**config.mk**
```make
export PLATFORM = sky130hd
export DESIGN_NAME = xmul_issue_q
export DESIGN_NICKNAME = d
export VERILOG_FILES = /design/src/rtl/xmul_issue_q.sv
export SDC_FILE = /design/constraint.sdc
export NUM_CORES = 1
export LEC_CHECK = 0
export ABC_AREA = 1
export CAP_MARGIN = 25
export CORE_MARGIN = 2
export CORE_UTILIZATION = 55
export CTS_CLUSTER_SIZE = 12
export DETAILED_ROUTE_END_ITERATION = 8
export PLACE_DENSITY_LB_ADDON = 0.3
export SYNTH_ARGS = -nofsm -noshare
export SYNTH_HDL_FRONTEND = slang
export SYNTH_SLANG_ARGS = --single-unit
```
**constraint.sdc**
```tcl
create_clock -name clock -period 15.83 [get_ports clock]
set_input_delay 3.9575 -clock clock [delete_from_list [all_inputs] [get_ports clock]]
set_output_delay 3.9575 -clock clock [all_outputs]
set_load 0.05 [all_outputs]
```
**src/rtl/xmul_issue_q.sv**
```systemverilog
// Ready/valid front-end for the xmul multiply-accumulate unit: command FIFO, credit-gated
// in-order issue into a fixed-latency multiplier, and an in-order response FIFO.
module xmul_issue_q #(
  parameter int unsigned CDEPTH  = 4,
  parameter int unsigned RDEPTH  = 4,
  parameter int unsigned MUL_LAT = 2
) (
  input  logic        clock,
  input  logic        reset,
  input  logic        cmd_valid,
  output logic        cmd_ready,
  input  logic        cmd_dw,
  input  logic [5:0]  cmd_fn,
  input  logic [4:0]  cmd_tag,
  input  logic [63:0] cmd_in1,
  input  logic [63:0] cmd_in2,
  input  logic [63:0] cmd_in3,
  output logic        mul_req_valid,
  output logic        mul_req_dw,
  output logic [5:0]  mul_req_fn,
  output logic [4:0]  mul_req_tag,
  output logic [63:0] mul_req_in1,
  output logic [63:0] mul_req_in2,
  output logic [63:0] mul_req_in3,
  input  logic [63:0] mul_resp_data,
  input  logic [4:0]  mul_resp_tag,
  output logic        rsp_valid,
  input  logic        rsp_ready,
  output logic [63:0] rsp_data,
  output logic [4:0]  rsp_tag,
  output logic        rsp_err,
  output logic        busy
);

  localparam int unsigned CAW  = $clog2(CDEPTH);
  localparam int unsigned RAW  = $clog2(RDEPTH);
  localparam int unsigned INW  = $clog2(MUL_LAT + 1);
  localparam int unsigned SUMW = $clog2(RDEPTH + MUL_LAT + 1) + 1;

  typedef struct packed {
    logic        dw;
    logic [5:0]  fn;
    logic [4:0]  tag;
    logic [63:0] in1;
    logic [63:0] in2;
    logic [63:0] in3;
  } cmd_t;

  typedef struct packed {
    logic [63:0] data;
    logic [4:0]  tag;
    logic        err;
  } rsp_t;

  function automatic logic fn_legal(input logic [5:0] fn);
    case (fn)
      6'd0, 6'd1, 6'd2, 6'd3, 6'd50, 6'd51, 6'd52: return 1'b1;
      default:                                      return 1'b0;
    endcase
  endfunction

  cmd_t               cmd_mem [CDEPTH];
  logic [CAW:0]       cmd_wr_ptr, cmd_rd_ptr, cmd_count;
  cmd_t               cmd_in, cmd_head;
  logic               cmd_push, issue, head_err;

  rsp_t               rsp_mem [RDEPTH];
  logic [RAW:0]       rsp_wr_ptr, rsp_rd_ptr, rsp_count;
  rsp_t               rsp_in, rsp_head;
  logic               rsp_push, rsp_pop;

  logic [MUL_LAT-1:0] stage_v, stage_e;
  logic [INW-1:0]     inflight_count;
  logic               credit_ok;

  assign cmd_in   = '{dw: cmd_dw, fn: cmd_fn, tag: cmd_tag, in1: cmd_in1, in2: cmd_in2, in3: cmd_in3};
  assign cmd_count = cmd_wr_ptr - cmd_rd_ptr;
  assign cmd_ready = cmd_count < (CAW+1)'(CDEPTH);
  assign cmd_push  = cmd_valid & cmd_ready;
  assign cmd_head  = cmd_mem[cmd_rd_ptr[CAW-1:0]];
  assign head_err  = ~fn_legal(cmd_head.fn);

  // Issue only when the response FIFO is guaranteed room for everything already in flight.
  assign rsp_count      = rsp_wr_ptr - rsp_rd_ptr;
  assign inflight_count = INW'($countones(stage_v));
  assign credit_ok      = (SUMW'(rsp_count) + SUMW'(inflight_count)) < SUMW'(RDEPTH);
  assign issue          = (cmd_count != '0) & credit_ok;

  // Illegal functions go out as a zero MUL so the slot and ordering are preserved.
  always_comb begin
    mul_req_valid = 1'b0;
    mul_req_dw    = 1'b0;
    mul_req_fn    = '0;
    mul_req_tag   = '0;
    mul_req_in1   = '0;
    mul_req_in2   = '0;
    mul_req_in3   = '0;
    if (issue) begin
      mul_req_valid = 1'b1;
      mul_req_dw    = cmd_head.dw;
      mul_req_tag   = cmd_head.tag;
      if (!head_err) begin
        mul_req_fn  = cmd_head.fn;
        mul_req_in1 = cmd_head.in1;
        mul_req_in2 = cmd_head.in2;
        mul_req_in3 = cmd_head.in3;
      end
    end
  end

  assign rsp_push = stage_v[MUL_LAT-1];
  assign rsp_in   = '{data: stage_e[MUL_LAT-1] ? 64'd0 : mul_resp_data,
                      tag:  mul_resp_tag,
                      err:  stage_e[MUL_LAT-1]};
  assign rsp_valid = rsp_count != '0;
  assign rsp_pop   = rsp_valid & rsp_ready;
  assign rsp_head  = rsp_mem[rsp_rd_ptr[RAW-1:0]];

  always_comb begin
    rsp_data = '0;
    rsp_tag  = '0;
    rsp_err  = 1'b0;
    if (rsp_valid) begin
      rsp_data = rsp_head.data;
      rsp_tag  = rsp_head.tag;
      rsp_err  = rsp_head.err;
    end
  end

  assign busy = (cmd_count != '0) | (inflight_count != '0) | (rsp_count != '0);

  // Pointers and in-flight shift register.
  always_ff @(posedge clock) begin
    if (reset) begin
      cmd_wr_ptr <= '0;
      cmd_rd_ptr <= '0;
      rsp_wr_ptr <= '0;
      rsp_rd_ptr <= '0;
      stage_v    <= '0;
      stage_e    <= '0;
    end else begin
      if (cmd_push) cmd_wr_ptr <= cmd_wr_ptr + (CAW+1)'(1);
      if (issue)    cmd_rd_ptr <= cmd_rd_ptr + (CAW+1)'(1);
      if (rsp_push) rsp_wr_ptr <= rsp_wr_ptr + (RAW+1)'(1);
      if (rsp_pop)  rsp_rd_ptr <= rsp_rd_ptr + (RAW+1)'(1);
      stage_v[0] <= issue;
      stage_e[0] <= issue & head_err;
      for (int i = 1; i < MUL_LAT; i++) begin
        stage_v[i] <= stage_v[i-1];
        stage_e[i] <= stage_e[i-1];
      end
    end
  end

  // FIFO storage needs no reset; validity lives in the pointers.
  always_ff @(posedge clock) begin
    if (cmd_push) cmd_mem[cmd_wr_ptr[CAW-1:0]] <= cmd_in;
    if (rsp_push) rsp_mem[rsp_wr_ptr[RAW-1:0]] <= rsp_in;
  end

endmodule
```
Word-level counts from Yosys, hierarchy flattened
Memory sizes are Yosys's and may differ from the RTL's. A register that Yosys moved wholly into a read port is not among the register bits.
Index checks and enable logic that the tools add are counted.
{"block": "totals", "reg_bits": 16, "mem_bits_rw": 1096, "input_bits": 277, "output_inout_bits": 278, "elab_cells": 60, "memories": 2}
{"memory": "cmd_mem", "words": 4, "width": 204, "read_ports": 1, "rd_ports_with_merged_regs": 1, "write_ports": 1, "line_no": "62", "text": "cmd_t cmd_mem [CDEPTH];"}
{"memory": "rsp_mem", "words": 4, "width": 70, "read_ports": 1, "rd_ports_with_merged_regs": 1, "write_ports": 1, "line_no": "67", "text": "rsp_t rsp_mem [RDEPTH];"}
{"block": "classes", "addsub": 8, "n_lt_le_gt_ge": 2, "eq_ne": 6, "muxes": 24, "bitwise_logic": 7, "reduce_logical": 5}
{"operator": "2-to-1 mux 64 bit", "n": 8}
{"operator": "equality test 6 bit (second input constant)", "n": 3}
{"operator": "adder 3 x 1 -> 3 bit (second input constant)", "n": 4}
{"operator": "equality test 6 x 2 -> 1 bit (second input constant)", "n": 2}
{"operator": "2-to-1 mux 6 bit", "n": 2}
{"operator": "2-to-1 mux 5 bit", "n": 2}
{"operator": "2-to-1 mux 1 bit", "n": 8}
{"operator": "2-to-1 mux 2 bit", "n": 4}
{"operator": "OR reduction 7 bit", "n": 1}
{"operator": "equality test 6 x 1 -> 1 bit (second input constant)", "n": 1}
{"operator": "logical NOT 6 bit", "n": 1}
{"operator": "nonzero test 3 bit", "n": 2}
{"operator": "subtractor 3 bit", "n": 2}
{"operator": "adder 3 x 2 -> 4 bit", "n": 1}
{"operator": "bitwise AND 1 bit", "n": 4}
{"operator": "less-than comparator 4 x 3 -> 1 bit (second input constant)", "n": 1}
{"operator": "less-than comparator 3 bit (second input constant)", "n": 1}
{"operator": "adder 1 x 1 -> 2 bit", "n": 1}
{"operator": "bitwise OR 1 bit", "n": 2}
{"operator": "nonzero test 2 bit", "n": 1}
{"operator": "NOT 1 bit", "n": 1}

Depth between registers and ports, before layout
Gate-level depths: netlist of run 1.
{"block": "logic_depth", "depth_word": 6, "mapped_depth": 13, "mapped_depth_nobuf": 12}

Worst setup path after synthesis of run 1
No wires, ideal clock.
{"block": "synth_timing", "kind": "input to register", "from": "input port cmd_valid", "to": "memory cmd_mem[0][0] (netlist bit), enable pin", "setup_time_ns": 0.772, "arrival_ns": 12.742, "required_ns": 15.058, "slack_ns": 2.316, "path_stages": 4, "path_buffers": 0, "path_cell_list": "inv_1 -> nor2_1 -> inv_1 -> nor2_1"}
{"block": "synth_between", "elab_chain_cells": 3}
{"item": "start, declared", "line_no": "10", "text": "input logic cmd_valid,"}
{"item": "bitwise AND 1 bit", "line_no": "79", "text": "assign cmd_push = cmd_valid & cmd_ready;"}
{"item": "2-to-1 mux 1 bit", "line_no": "157", "text": "if (cmd_push) cmd_mem[cmd_wr_ptr[CAW-1:0]] <= cmd_in;"}
{"item": "2-to-1 mux 1 bit (not written as such)", "line_no": "157"}
{"item": "end, declared", "line_no": "62"}
No other way between the ends.

==> results.tsv, run 1 <==
metric	value	unit
syn_inst	3597	
path_cells	buf_12 > buf_4 > nand2_1 > nand3_1 > nand2_1 > nor2_1 > nand3_4 > buf_4 > buf_16 > a21oi_1 > clkdlybuf4s50_1	
async_flop_share	0	%
p_comb_share	47.1	%
crit_buf_inv	5	
slew_headroom	-15.5	%
cp-end-kind	output pin	
internal_power	6.65	mW
setup_viol	0	
cts_tree	done	
routed_wl	109000	um
total_power	11.9	mW
grt_max_degree	270	
finalSetupTns	0	ps
syn2layout_area_growth	21.1	%
cts-root-buf	clkbuf_16	
vdd_ir_drop_max	0.298	mV
grt_overflow	0	
ys.flop_type	edfxtp_1	
clock_skew	32.3	ps
syn_nets	3891	
die_w	290	um
grt_setup_unrepaired	false	
coreArea	80700	sq um
netSwitchingPower	5.29	mW
cp.arrival	6500	ps
cts.repair.resized	0	
clock-sinks	1116	
critical_path_class	register to output pin	
dieArea	84000	sq um
synth_area	44900	sq um
dpl_cell_area	51100	sq um
avgSynthCellArea	12.5	sq um
worst_pin_slew	1730	ps
design_area	54400	sq um
slowest_delay	920	ps
yosysWarnings	0	
cap_violations	0	
grt_first_pass_wirelength	164000	um
seqPwrFrac	33.4	%
drcViolationCount	0	
io_buffers	553	
cts.clk_slew.worst_paths	60	ps
hold_viol_final	0	
dr.pass1.iters	6	
num_vias	30100	
status	finished with violations	
dpl.hpwl	60200	um
period_needed	10460	ps
ant_nets	0	
power_per_cell_area	219	nW/um^2
cts_setup_buffers	0	
place.gp.congestion	0.781	
cts_buffers	111	
rows	104	
fin_nets	4318	
final_common_cell	edfxtp_1	
failed_checks	slew limit	
wl_per_cell	21.2	um
ys_seq_area_share	74.1	%
synth-edff-count	1096	
cp_max_fo	269	
switching_share	44.3	%
antenna_found_initial	19	
ctsLongestPathBuffers	3	
p_leak	18.5	nW
min_path_type	register to register	
holdWs	405	ps
max_freq	0.0956	GHz
initial_core_util	55.7	%
htreeDepth	3	
die_y	290	um
vias_per_cell	5.83	
num-fill-cells	5602	
p_clk_share	19.4	%
crit_path_top_delay_cell	buf_4	
ios	555	
period_share	66.1	%
final_core_util	67.5	%
maxSlewViolCount	269	
ys_ff_latch	1116	
grt_usage	25.0	%
crit_family	buffers and inverters	
first_global_vias	28300	
final_cell_mix	1096 x edfxtp_1, 705 x nor2_1, 553 x clkdlybuf4s50_1	
first_iter_violations	2852	
critPathRequiredTime	11870	ps
postCtsHoldBufs	0	
clkLatencyLatePin	680	ps
drive_gt1_share	4.69	%
cp-start-kind	register	
synth.distinct_cells	30	
==> worst register-to-register path, cell delays in order, from the launching register on <==
cell	delay, ps
dfxtp_4	640
buf_12	520
buf_4	1350
nand2_1	190
nand3_1	140
nand2_1	90
nor2_1	190
nand3_4	690
nand2_1	260
nor2_1	50
==> final cells by class <==
cell class	instances	area (sq um)	area share, %
antenna	14	35.0	0.0644
clock buffer	144	2920	5.37
clock inverter	35	256	0.471
inverter	173	664	1.22
multi-input combinational	2026	9820	18.0
sequential	1116	33300	61.2
tap	1060	1330	2.44
timing repair buffer	596	6080	11.2
==> through the flow <==
stage                     setup WS [ps]  instances
after floorplan                    2320       3597
after global placement             6280       4962
after detailed placement           6010       4965
after CTS                          5350       5144
after global routing               5060       5161
final                              5370       5164
==> cell families (layout without fill, tap and decap cells) <==
family	Yosys count	count (layout)	share of synthesized area (%)
flops	1116	1116	74.1
simple gates	1062	1062	9.54
compound gates	941	941	11.6
buf+inv	455	948	4.12
fa+ha+maj	17	17	0.490
xor+xnor	5	5	0.0975
other cells	1	15	0.00835
==> power groups by stage <==
stage / Sequential [mW] / Combinational, mW / Clock [mW]
after floorplan: 4.13 / 3.76 / 0
after global placement: 4.04 / 5.52 / 0
after detailed placement: 4.05 / 5.56 / 0
after CTS: 4.00 / 5.59 / 2.36
after global routing: 4.03 / 5.97 / 2.48
final: 3.99 / 5.63 / 2.32
==> layer usage <==
layer | track usage [%] | routed length (um) | up-vias
met5 | 0 | 98 | -
met4 | 9.17 | 3270 | 16
met3 | 4.56 | 8920 | 189
met2 | 41.4 | 54200 | 1260
met1 | 33.4 | 42800 | 14700
li1 | - | - | 14000
==> path summary, 6_finish.rpt <==
check                           startpoint              end  slack, ps  cells after the start
worst max-delay path              register  mul_req_in2[32]       5370                     11
worst min register to register  stage_e[0]       stage_e[1]        400                      2
worst min-delay path            stage_e[0]       stage_e[1]        400                      2
worst max register to register    register       stage_e[0]      11620                      9
==> synth_stat cells (2+ instances only) <==
master / count / area (sq um)
edfxtp_1: 1096 / 32900
nor2_1: 709 / 2660
o21ai_0: 472 / 2360
nand3_1: 208 / 1040
a21oi_1: 206 / 1030
o22ai_1: 192 / 1200
clkbuf_1: 182 / 683
inv_1: 169 / 634
nand2_1: 133 / 499
buf_2: 73 / 365
o32ai_1: 70 / 613
dfxtp_1: 20 / 400
buf_1: 18 / 67.6
ha_1: 16 / 200
buf_6: 5 / 56.3
nand3b_1: 5 / 37.5
buf_4: 4 / 30.0
xor2_1: 4 / 35.0
inv_2: 3 / 11.3
nand4_1: 2 / 12.5
==> flip-flops by register name (all words and copies together), names as in the netlist, named ones only <==
name        count
cmd_mem       816
rsp_mem       280
cmd_rd_ptr      3
cmd_wr_ptr      3
rsp_rd_ptr      3
rsp_wr_ptr      3
stage_e         2
stage_v         2
Power figures use the tool's default switching activity.
==> inputs of run 2 (changes only) <==
==> constraint.sdc (replaced) <==
create_clock -name clock -period 10.9 [get_ports clock]
set_input_delay 2.725 -clock clock [delete_from_list [all_inputs] [get_ports clock]]
set_output_delay 2.725 -clock clock [all_outputs]
set_load 0.05 [all_outputs]
==> run 2 against run 1 <==
Compared with the run above:
- the run now ends clean
- via count increased by 0.62%
- clock-buffer cell count increased by 2
- design area about the same
- register-to-register slack got worse by 4700 ps
- die area stayed put
- final cell count is essentially flat
- critical endpoint is now mul_req_fn[2]
==> results.tsv, run 2 (same netlist as run 1, synthesis figures left out) <==
metric	value	unit
slew_headroom	15.4	%
cp-end-kind	output pin	
cts_buffers	109	
die_y	290	um
grt_max_degree	196	
fin_nets	4314	
final_cell_mix	1096 x edfxtp_1, 705 x nor2_1, 553 x clkdlybuf4s50_1	
period_needed	8000	ps
dr.pass1.iters	6	
cts_tree	done	
fin_ws	2900	ps
dpl.hpwl	61400	um
dpl_cell_area	51100	sq um
io_buffers	553	
dp_cells	4963	
antenna_found_initial	27	
finalSetupTns	0	ps
postCtsHoldBufs	0	
max_freq	0.125	GHz
grt_first_pass_wirelength	167000	um
initial_core_util	55.7	%
cts_setup_buffers	0	
setup_viol	0	
crit_buf_inv	3	
design_area	54400	sq um
final_cells	5162	
drcViolationCount	0	
p_leak	18.5	nW
cap_violations	0	
crit_family	simple AND/OR/NAND/NOR gates	
vdd_ir_drop_max	0.408	mV
coreArea	80700	sq um
first_global_vias	28800	
syn2layout_area_growth	21.1	%
clock-sinks	1116	
num-fill-cells	5683	
cts-root-buf	clkbuf_16	
num_vias	30300	
slowest_delay	900	ps
clkLatencyLatePin	670	ps
routed_wl	110000	um
grt_usage	25.4	%
ctsLongestPathBuffers	3	
worst_pin_slew	1270	ps
wl_per_cell	21.4	um
status	complete, no violations	
period_share	73.4	%
dieArea	84000	sq um
maxSlewViolCount	0	
regArea	33300	sq um
first_iter_violations	2901	
ios	555	
power_per_cell_area	319	nW/um^2
cp-start-kind	register	
cp_max_fo	34	
critPathRequiredTime	8180	ps
place.gp.congestion	0.780	
die_w	290	um
holdWs	400	ps
grt_overflow	0	
vias_per_cell	5.87	
multi_input_comb_area	9820	sq um
hold_viol_final	0	
final_common_cell	edfxtp_1	
path_cells	inv_1 > ha_1 > inv_1 > fa_1 > ha_1 > a31o_2 > nor2_4 > nand2_1 > nor3_1 > clkdlybuf4s50_1	
critical_path_class	register to output pin	
drive_gt1_share	4.50	%
largest_reg_flops	816	
clock_skew	19.7	ps
cts.repair.resized	0	
ant_nets	0	
min_path_type	register to register	
rows	104	
crit_path_top_delay_cell	clkdlybuf4s50_1	
htreeDepth	3	
grt_setup_unrepaired	false	
cp.arrival	5280	ps
dp_slack	3580	ps
cts.clk_slew.worst_paths	60	ps
==> run 2: path summary, 6_finish.rpt <==
path,startpoint,end,slack [ps],cells after the start
worst max register to register,rsp_wr_ptr[0],register,6910,11
worst min-delay path,stage_e[0],stage_e[1],400,2
worst max-delay path,rsp_wr_ptr[0],mul_req_fn[2],2900,10
worst min register to register,stage_e[0],stage_e[1],400,2
==> run 2: routing by layer <==
metal | track usage, % | share of wire [%] | routed length (um) | vias to the layer above
met5 | 0 | 0.13 | 145 | -
met4 | 9.79 | 3.0 | 3320 | 20
met3 | 5.10 | 8.4 | 9300 | 218
met2 | 41.8 | 50 | 54900 | 1326
met1 | 33.8 | 39 | 42800 | 14800
li1 | - | - | - | 13900
==> run 2: power breakdown <==
part	leakage (nW)	total (mW)	switching (mW)	internal [mW]
Combinational	6.84	8.19	5.96	2.23
Clock	1.51	3.35	1.48	1.87
Sequential	10.1	5.81	0.237	5.57
==> run 2: tightest hold or removal path, delay by kind of cell, from the launching register on <==
kind / cells / cell delay (ps)
buf+inv: 1 / 40
flops: 1 / 300
simple gates: 1 / 30
==> run 2: cell type report <==
cell class	instances	share of cell area, %
multi-input cells	2026	18.0
clock buffers	146	5.33
flip-flops and latches	1116	61.3
repair buffers	594	11.2
clock inverters	30	0.432
well taps	1060	2.44
diodes	17	0.0782
inverters	173	1.22
==> run 2: stage by stage <==
| step | util (%) | power, mW |
|---|---|---|
| final | 67.4 | 17.3 |
| after global routing | 67.4 | 18.1 |
| after CTS | 67.2 | 17.4 |
| after detailed placement | 63.3 | 14.0 |
| after global placement | 63.2 | 13.9 |
| after floorplan | - | 11.5 |
